===== config.mk =====
export PLATFORM = sky130hd
export DESIGN_NAME = rv32_uart_tx_queue_flat
export DESIGN_NICKNAME = d
export VERILOG_FILES = /design/src/rtl/rv32_uart_tx_queue_if.sv /design/src/rtl/rv32_uart_tx_queue.sv /design/src/flat_wrapper.sv
export SDC_FILE = /design/constraint.sdc
export NUM_CORES = 1
export LEC_CHECK = 0
export ABC_CLOCK_PERIOD_IN_PS = 9400
export BUFFER_PORTS_ARGS = -buffer_cell sky130_fd_sc_hd__buf_2
export CAP_MARGIN = 20
export CORE_UTILIZATION = 40
export CTS_CLUSTER_DIAMETER = 150
export DETAILED_ROUTE_END_ITERATION = 7
export PLACE_DENSITY = 0.65
export SYNTH_ARGS = -nofsm -noshare
export SYNTH_HDL_FRONTEND = slang
export SYNTH_SLANG_ARGS = --single-unit

===== constraint.sdc =====
create_clock -name clk -period 9.4 [get_ports clk]
set_clock_uncertainty 0.1 [all_clocks]
set_input_delay 1.88 -clock clk [delete_from_list [all_inputs] [get_ports clk]]
set_output_delay 1.88 -clock clk [all_outputs]
set_load 0.1 [all_outputs]

===== src/rtl/rv32_uart_tx_queue_if.sv =====
// Bundle of signals between the transmit queue and its neighbours.
//   Write side : wr_en, wr_data, clr_ovf  (into the queue)
//                full, empty, count, overflow (status out of the queue)
//   UART side  : enable, ready (into the queue)
//                new_data, data_tx (out of the queue, towards rv32_uart)
// The master modport belongs to the surrounding logic (core plus UART).
// The slave modport belongs to the queue itself.
interface rv32_uart_tx_queue_if #(
  parameter int DEPTH = 16,
  parameter int WIDTH = 32
);
  localparam int CW = $clog2(DEPTH + 1);

  logic             wr_en;
  logic [WIDTH-1:0] wr_data;
  logic             full;
  logic             empty;
  logic [CW-1:0]    count;
  logic             overflow;
  logic             clr_ovf;
  logic             enable;
  logic             ready;
  logic             new_data;
  logic [WIDTH-1:0] data_tx;

  modport master (
    output wr_en, wr_data, clr_ovf, enable, ready,
    input  full, empty, count, overflow, new_data, data_tx
  );

  modport slave (
    input  wr_en, wr_data, clr_ovf, enable, ready,
    output full, empty, count, overflow, new_data, data_tx
  );
endinterface


===== src/rtl/rv32_uart_tx_queue.sv =====
// Transmit FIFO that feeds rv32_uart. Words are written on the write side of
// the interface. Each word is issued exactly once, in order, as a one-cycle
// new_data strobe with data_tx held until the next issue. An issue waits for
// the UART to report ready. After an issue the queue waits for ready to drop,
// then waits for it to rise again. If ready never drops within BUSY_TIMEOUT
// cycles, the word is treated as accepted anyway.
// Ports:
//   clk   - single rising-edge clock
//   rst_n - synchronous active-low reset
//   bus   - rv32_uart_tx_queue_if.slave: the write side, status flags and
//           the UART handshake
module rv32_uart_tx_queue #(
  parameter int DEPTH        = 16,
  parameter int WIDTH        = 32,
  parameter int BUSY_TIMEOUT = 4
) (
  input logic                 clk,
  input logic                 rst_n,
  rv32_uart_tx_queue_if.slave bus
);
  localparam int AW = $clog2(DEPTH);
  localparam int CW = $clog2(DEPTH + 1);
  localparam int TW = $clog2(BUSY_TIMEOUT + 1);

  typedef enum logic [1:0] {
    IDLE      = 2'd0,
    WAIT_BUSY = 2'd1,
    WAIT_DONE = 2'd2
  } state_t;

  state_t           state_q, state_d;
  logic [WIDTH-1:0] mem [DEPTH];
  logic [AW-1:0]    head_q, tail_q;
  logic [CW-1:0]    count_q, count_d;
  logic             full_q, empty_q, ovf_q;
  logic             new_data_q;
  logic [WIDTH-1:0] data_tx_q;
  logic [TW-1:0]    timer_q, timer_d;
  logic             issue, wr_acc;

  // Flags come from the registered count, so a write into a full FIFO is
  // refused even when a pop happens on the same edge. A word written into an
  // empty FIFO cannot be popped on the same edge.
  assign wr_acc  = bus.wr_en && !full_q;
  assign count_d = count_q + CW'(wr_acc) - CW'(issue);

  // State register
  always_ff @(posedge clk) begin
    if (!rst_n) state_q <= IDLE;
    else        state_q <= state_d;
  end

  // Next-state logic
  always_comb begin
    state_d = state_q;
    unique case (state_q)
      IDLE:      if (issue) state_d = WAIT_BUSY;
      WAIT_BUSY: begin
        if (!bus.ready)                        state_d = WAIT_DONE;
        else if (timer_q == TW'(BUSY_TIMEOUT)) state_d = IDLE;
      end
      WAIT_DONE: if (bus.ready) state_d = IDLE;
      default:   state_d = IDLE;
    endcase
  end

  // Output logic: the issue decision and the ready-never-dropped timer.
  // The timer counts the cycles in which ready stayed high. The word is
  // released on the cycle after the timer reaches BUSY_TIMEOUT, which gives
  // a spacing of BUSY_TIMEOUT+2 cycles between pulses.
  always_comb begin
    issue   = 1'b0;
    timer_d = timer_q;
    unique case (state_q)
      IDLE: begin
        issue   = bus.enable && bus.ready && !empty_q;
        timer_d = '0;
      end
      WAIT_BUSY: begin
        if (bus.ready && (timer_q != TW'(BUSY_TIMEOUT))) timer_d = timer_q + TW'(1);
      end
      default: timer_d = timer_q;
    endcase
  end

  // Storage is not reset. Its contents do not matter until a write
  // places a word there.
  always_ff @(posedge clk) begin
    if (wr_acc) mem[tail_q] <= bus.wr_data;
  end

  always_ff @(posedge clk) begin
    if (!rst_n) begin
      head_q     <= '0;
      tail_q     <= '0;
      count_q    <= '0;
      full_q     <= 1'b0;
      empty_q    <= 1'b1;
      ovf_q      <= 1'b0;
      new_data_q <= 1'b0;
      data_tx_q  <= '0;
      timer_q    <= '0;
    end else begin
      // DEPTH is a power of two, so the pointers wrap on their own.
      if (wr_acc) tail_q <= tail_q + AW'(1);
      if (issue) begin
        head_q    <= head_q + AW'(1);
        data_tx_q <= mem[head_q];
      end
      count_q    <= count_d;
      full_q     <= (count_d == CW'(DEPTH));
      empty_q    <= (count_d == '0);
      new_data_q <= issue;
      timer_q    <= timer_d;
      // When a write overflows and clr_ovf is high on the same edge, set wins.
      if (bus.wr_en && full_q) ovf_q <= 1'b1;
      else if (bus.clr_ovf)    ovf_q <= 1'b0;
    end
  end

  assign bus.full     = full_q;
  assign bus.empty    = empty_q;
  assign bus.count    = count_q;
  assign bus.overflow = ovf_q;
  assign bus.new_data = new_data_q;
  assign bus.data_tx  = data_tx_q;
endmodule


===== src/flat_wrapper.sv =====
// flat-port wrapper written by rule: the top's interface ports become plain ports
module rv32_uart_tx_queue_flat 
#(
  parameter int DEPTH        = 16,
  parameter int WIDTH        = 32,
  parameter int BUSY_TIMEOUT = 4
)
  (clk, rst_n, bus_wr_en, bus_wr_data, bus_clr_ovf, bus_enable, bus_ready, bus_full, bus_empty, bus_count, bus_overflow, bus_new_data, bus_data_tx);
  rv32_uart_tx_queue_if #(.DEPTH(DEPTH), .WIDTH(WIDTH)) bus_i ();
  input logic clk;
  input logic rst_n;
  input wire logic [$bits(bus_i.wr_en)-1:0] bus_wr_en;
  input wire logic [$bits(bus_i.wr_data)-1:0] bus_wr_data;
  input wire logic [$bits(bus_i.clr_ovf)-1:0] bus_clr_ovf;
  input wire logic [$bits(bus_i.enable)-1:0] bus_enable;
  input wire logic [$bits(bus_i.ready)-1:0] bus_ready;
  output wire logic [$bits(bus_i.full)-1:0] bus_full;
  output wire logic [$bits(bus_i.empty)-1:0] bus_empty;
  output wire logic [$bits(bus_i.count)-1:0] bus_count;
  output wire logic [$bits(bus_i.overflow)-1:0] bus_overflow;
  output wire logic [$bits(bus_i.new_data)-1:0] bus_new_data;
  output wire logic [$bits(bus_i.data_tx)-1:0] bus_data_tx;
  assign bus_i.wr_en = bus_wr_en;
  assign bus_i.wr_data = bus_wr_data;
  assign bus_i.clr_ovf = bus_clr_ovf;
  assign bus_i.enable = bus_enable;
  assign bus_i.ready = bus_ready;
  assign bus_full = bus_i.full;
  assign bus_empty = bus_i.empty;
  assign bus_count = bus_i.count;
  assign bus_overflow = bus_i.overflow;
  assign bus_new_data = bus_i.new_data;
  assign bus_data_tx = bus_i.data_tx;
  rv32_uart_tx_queue #(.DEPTH(DEPTH), .WIDTH(WIDTH), .BUSY_TIMEOUT(BUSY_TIMEOUT)) u_core (.clk(clk), .rst_n(rst_n), .bus(bus_i));
endmodule

==> results.json, run 1 <==
{
  "synth_edf_count": 512,
  "hold_viol": 0,
  "clk_pin_slew_ns": 0.06,
  "cpMaxStageDelayCell": "nor2b_1",
  "grt_pass1_vias": 10500,
  "powerDensity_nw_per_um2": 234,
  "crit_cells": 5,
  "worstMarginPinSlew_ns": 0.983,
  "path_max_fanout": 21,
  "cts_max_level": 2,
  "seq_area_frac_synth_pct": 75.7,
  "die_w_um": 235,
  "avgSynthCellArea_um2": 22.1,
  "critical_path.top_delay_family": "simple AND/OR/NAND/NOR gates",
  "yosysMostFrequentCell": "edfxtp_1",
  "yosys_warnings": 0,
  "core_um2": 53700,
  "drt_iter0_markers": 679,
  "cp-end-kind": "register",
  "dpl_cell_area_um2": 23100,
  "drc": 0,
  "pre_cts_slack_ns": 4.67,
  "post-cts-setup-buffers": 0,
  "cpPeakStageDelay_ns": 0.76,
  "ys_ff_latch": 566,
  "whs_path_depth": 2,
  "required_ns": 9.54,
  "yosys-top-cells-area": "edfxtp_1 71%, mux4_2 13%, dfxtp_1 5.0%, mux2_4 1.9%, a22oi_2 1.6%",
  "worst-r2r-cell-count": 11,
  "dr_total_vias": 9834,
  "grt_pass1_wl_mm": 67.8,
  "clock-sinks": 566,
  "cts_resized": 0,
  "area_delta_synth_final_pct": 14.5,
  "rsz0062_at_grt": "no",
  "fin_ws_ns": 5.40,
  "avgViaCountPerCell": 5.36,
  "syn_nets": 1036,
  "synth_top_area_share_pct": 70.8,
  "hold_path.class": "register to register",
  "hold_slack_ns": 0.377,
  "cp.arrival_ns": 4.15,
  "outcome": "completed",
  "drt-total-wl_mm": 44.9,
  "start_kind": "input port",
  "yosysUniqueCellTypes": 40,
  "clock_latency_ns": 0.59,
  "setup_violations": 0,
  "die_h_um": 235,
  "slew_headroom_pct": 34.4,
  "setup_tns_ns": 0,
  "irDropWorstVdd_v": 0.000122,
  "cts_buffer_depth": 3,
  "rows": 85,
  "root_buffer": "clkbuf_16",
  "antenna_cells": 0,
  "cp_num_buf_inv": 2,
  "drive_gt1_share_pct": 33.4,
  "hold_buffers": 0,
  "dr.pass1.iters": 5,
  "p_leak_uw": 0.00779,
  "wl_per_cell_um": 24.5,
  "final_cell_area_um2": 24900,
  "cts_buffers": 55,
  "cts_tree": "yes",
  "final_max_slew_viol_count": 0,
  "dieArea_um2": 55200,
  "fmax_ghz": 0.250,
  "syn_inst": 985,
  "finalCritPeriodShare_pct": 42.6,
  "crit_chain": "buf_2, nor2b_1, nand2_1, nor2_4, buf_4",
  "io_pins": 79,
  "ant_nets": 0,
  "synthFlopType": "edfxtp_1",
  "fin_crit_ns": 4.00,
  "critical_path_class": "input port to register",
  "grt_max_degree": 90,
  "initial_utilization_pct": 40.4,
  "ys_top_cells_by_count": "512 x edfxtp_1, 122 x mux4_2, 54 x dfxtp_1",
  "dpl.hpwl_mm": 26.1,
  "gp_congestion": 0.724,
  "groute.usage.overall_pct": 16.7,
  "io_buffers": 78,
  "cap_violations": 0,
  "synthArstFlopShare_pct": 0,
  "antenna_found_initial": 0,
  "netlist_area_um2": 21700,
  "overflow": 0,
  "synth_top_cell_by_area": "edfxtp_1",
  "nets": 1147
}
## metrics by stage
stage | power [µW] | utilization (%) | cells
finish | 5820 | 46.3 | 1836
global route | 6030 | 46.3 | 1836
CTS | 5890 | 46.2 | 1833
detailed placement | 3770 | 43.0 | 1732
global placement | 3760 | 42.7 | 1726
floorplan | 3580 | - | 985
## routing by layer
layer / track usage [%] / up-vias / routed length [µm]
met2: 28.1 / 254 / 22900
met3: 2.83 / 73 / 2060
met5: 0 / - / 0
met1: 22.0 / 5201 / 18900
met4: 5.38 / 0 / 1070
li1: - / 4306 / -
## cell type report
type,instances,area (µm²)
Fill cell,4348,28800
Sequential cell,566,16500
Multi-Input combinational cell,356,5030
Clock buffer,74,1490
Tap cell,696,871
Timing Repair Buffer,105,756
Clock inverter,27,228
Inverter,12,45.0
## cells in the final DEF, fill, tap and decap left out, types with 5 or more instances in the layout
master,synthesis,layout
edfxtp_1,512,512
mux4_2,122,122
buf_2,18,78
clkbuf_16,0,57
dfxtp_1,54,51
mux2i_1,33,33
o21ai_1,32,32
mux2_4,28,28
a22oi_2,28,28
clkbuf_1,17,17
buf_4,6,17
clkinv_1,0,13
nor2_4,0,12
nor2_1,24,12
ha_1,12,12
inv_1,11,11
nand2_1,9,9
a21oi_1,8,7
xor2_1,7,7
clkinv_2,0,7
mux4_1,6,6
xnor2_1,5,5
and2_1,5,5
buf_12,4,5
buf_16,0,5
## flip-flops by register name, summed over array words and instances (netlist names)
register             count
u_core.state_q           2
u_core.bus.new_data      1
u_core.bus.overflow      1
u_core.bus.data_tx      32
u_core.mem             512
u_core.bus.full          1
u_core.tail_q            4
u_core.bus.empty         1
u_core.head_q            4
u_core.bus.count         5
u_core.timer_q           3
## kinds of logic (layout without fill, tap and decap cells)
group,Yosys count,after routing,share of synthesized area (%)
XOR/XNOR,12,12,0.484
AND/OR/NAND/NOR,63,63,1.49
multiplexers,193,193,17.0
AO/OA/AOI/OAI,75,75,2.78
adder cells (fa/ha/maj),13,13,0.783
flip-flops,566,566,75.7
buffers and inverters,63,218,1.68
## worst register-to-register path: stages, from the launching register on
cell and delay (ns):
dfxtp_1 0.37, nor4b_4 0.50, nand2_1 0.23, inv_1 0.10, ha_1 0.12, inv_1 0.04, ha_1 0.20, fa_1 0.44
a21o_1 0.18, a21oi_1 0.18, xnor2_1 0.17, nor4b_1 0.33
## path summary, 6_finish.rpt
check / start / end / slack [ns]
max: bus_wr_en / u_core.mem[11][4] / 5.40
min: u_core.bus.overflow / u_core.bus.overflow / 0.38
max reg2reg: u_core.state_q[1] / u_core.bus.full / 6.33
min reg2reg: u_core.bus.overflow / u_core.bus.overflow / 0.38
## report_power, final
group	switching (µW)	internal, µW	total [µW]	leakage, µW
Sequential	59.0	2860	2920	0.00507
Clock	898	1220	2110	0.000832
Combinational	503	289	792	0.00189
Total	1460	4360	5820	0.00779
(Power assumes the default switching activity.)
==> inputs of run 2 (changes only) <==
--- a/config.mk
+++ b/config.mk
@@ -5,13 +5,13 @@
 export SDC_FILE = /design/constraint.sdc
 export NUM_CORES = 1
 export LEC_CHECK = 0
-export ABC_CLOCK_PERIOD_IN_PS = 9400
+export ABC_CLOCK_PERIOD_IN_PS = 3300
 export BUFFER_PORTS_ARGS = -buffer_cell sky130_fd_sc_hd__buf_2
 export CAP_MARGIN = 20
 export CORE_UTILIZATION = 40
 export CTS_CLUSTER_DIAMETER = 150
 export DETAILED_ROUTE_END_ITERATION = 7
-export PLACE_DENSITY = 0.65
+export PLACE_DENSITY = 0.67
 export SYNTH_ARGS = -nofsm -noshare
 export SYNTH_HDL_FRONTEND = slang
 export SYNTH_SLANG_ARGS = --single-unit
==> constraint.sdc (replaced) <==
create_clock -name clk -period 3.3 [get_ports clk]
set_clock_uncertainty 0.1 [all_clocks]
set_input_delay 0.66 -clock clk [delete_from_list [all_inputs] [get_ports clk]]
set_output_delay 0.66 -clock clk [all_outputs]
set_load 0.1 [all_outputs]
==> results.json, run 2 (synthesis results as in run 1) <==
{
  "setup_violations": 0,
  "post-cts-setup-buffers": 0,
  "hold_buffers": 0,
  "required_ns": 3.69,
  "die_w_um": 235,
  "worstHoldStart": "rst_n",
  "hold_slack_ns": 0.225,
  "nets": 1169,
  "drt-total-wl_mm": 44.7,
  "drive_gt1_share_pct": 35.1,
  "fin_total_pwr_uw": 16700,
  "fin_crit_ns": 2.73,
  "antenna_cells": 0,
  "postLayoutCoreUtil_pct": 46.8,
  "die_h_um": 235,
  "drt_iter0_markers": 818,
  "layout_commonest_cell": "edfxtp_1",
  "worstMarginPinSlew_ns": 0.668,
  "start_kind": "register",
  "fillers": 4357,
  "dpl.hpwl_mm": 24.7,
  "overflow": 0,
  "dpl_cell_area_um2": 23400,
  "slew_headroom_pct": 55.5,
  "cts_buffers": 55,
  "cap_violations": 0,
  "outcome": "completed",
  "clk_pin_slew_ns": 0.06,
  "cp.arrival_ns": 3.13,
  "mostFrequentLayoutCells": "512 x edfxtp_1, 122 x mux4_2, 78 x buf_2",
  "fmax_ghz": 0.366,
  "rsz0062_at_grt": "no",
  "critical_path_class": "register to register",
  "cts_max_level": 2,
  "grt_pass1_wl_mm": 66.4,
  "final_cell_area_um2": 25200,
  "cts_resized": 0,
  "root_buffer": "clkbuf_16",
  "groute.usage.overall_pct": 16.3,
  "clock_latency_ns": 0.60,
  "io_buffers": 78,
  "gp_congestion": 0.708,
  "powerDensity_nw_per_um2": 665,
  "finalCritPeriodShare_pct": 82.9,
  "r2r-start": "u_core.state_q[1]",
  "p_leak_uw": 0.00792,
  "grt_pass1_vias": 10400,
  "dr_total_vias": 9965,
  "rows": 85,
  "cts_tree": "yes",
  "initial_utilization_pct": 40.4,
  "wl_per_cell_um": 24.0,
  "path_max_fanout": 5,
  "avgViaCountPerCell": 5.36,
  "final_max_slew_viol_count": 0,
  "dieArea_um2": 55200,
  "core_um2": 53700,
  "io_pins": 79,
  "drc": 0,
  "top_register": "u_core.mem",
  "cp-end-kind": "register",
  "hold_path.class": "input port to register",
  "antenna_found_initial": 4,
  "dr.pass1.iters": 5,
  "crit_start": "u_core.state_q[1]",
  "irDropWorstVdd_v": 0.000376,
  "setup_tns_ns": 0,
  "multi_input_area_um2": 5050,
  "clock-sinks": 566,
  "largest_register_ffs": 512,
  "hold_viol": 0,
  "ant_nets": 0,
  "grt_max_degree": 49,
  "ff_latch_area_um2": 16500,
  "area_delta_synth_final_pct": 15.8,
  "cts_buffer_depth": 3
}
[run 2: cell type report]
type / instances / share of cell area [%]
flip-flops and latches: 566 / 65.5
multi-input cells: 356 / 20.1
clock buffers: 82 / 6.15
repair buffers: 127 / 3.71
well taps: 696 / 3.46
clock inverters: 20 / 0.945
inverters: 12 / 0.179
[run 2: final timing paths]
kind	end	slack, ns	cells after the start
setup reg to reg	u_core.bus.full	0.57	10
hold / removal	u_core.bus.empty	0.23	2
hold reg to reg	u_core.bus.overflow	0.38	2
setup / recovery	u_core.bus.full	0.57	10
[run 2: layer usage]
metal | routed length (µm) | GRT usage, %
met1 | 18400 | 20.9
met2 | 23000 | 28.3
met3 | 2280 | 3.25
met4 | 970 | 4.53
met5 | 25 | 0
[run 2: metrics by stage]
stage / instances / setup slack [ns]
after floorplan: 985 / 0.0625
after global placement: 1757 / 0.299
after detailed placement: 1757 / 0.215
after CTS: 1859 / 0.548
after global routing: 1859 / 0.387
final: 1859 / 0.565
[run 2: worst max-delay path, stage by stage (launching register included)]
cell and delay, ns:
dfxtp_1 0.37, nor4b_4 0.30, nand2_1 0.17, inv_1 0.09, ha_1 0.12, inv_1 0.05
ha_1 0.21, fa_1 0.43, xor2_1 0.18, or3_1 0.33, nor4b_1 0.27
[run 2: where the power goes]
group          internal (µW)  total, µW  switching [µW]
registers               8140       8280             141
clock network           3560       6150            2590
logic                    863       2300            1430
total                  12600      16700            4170
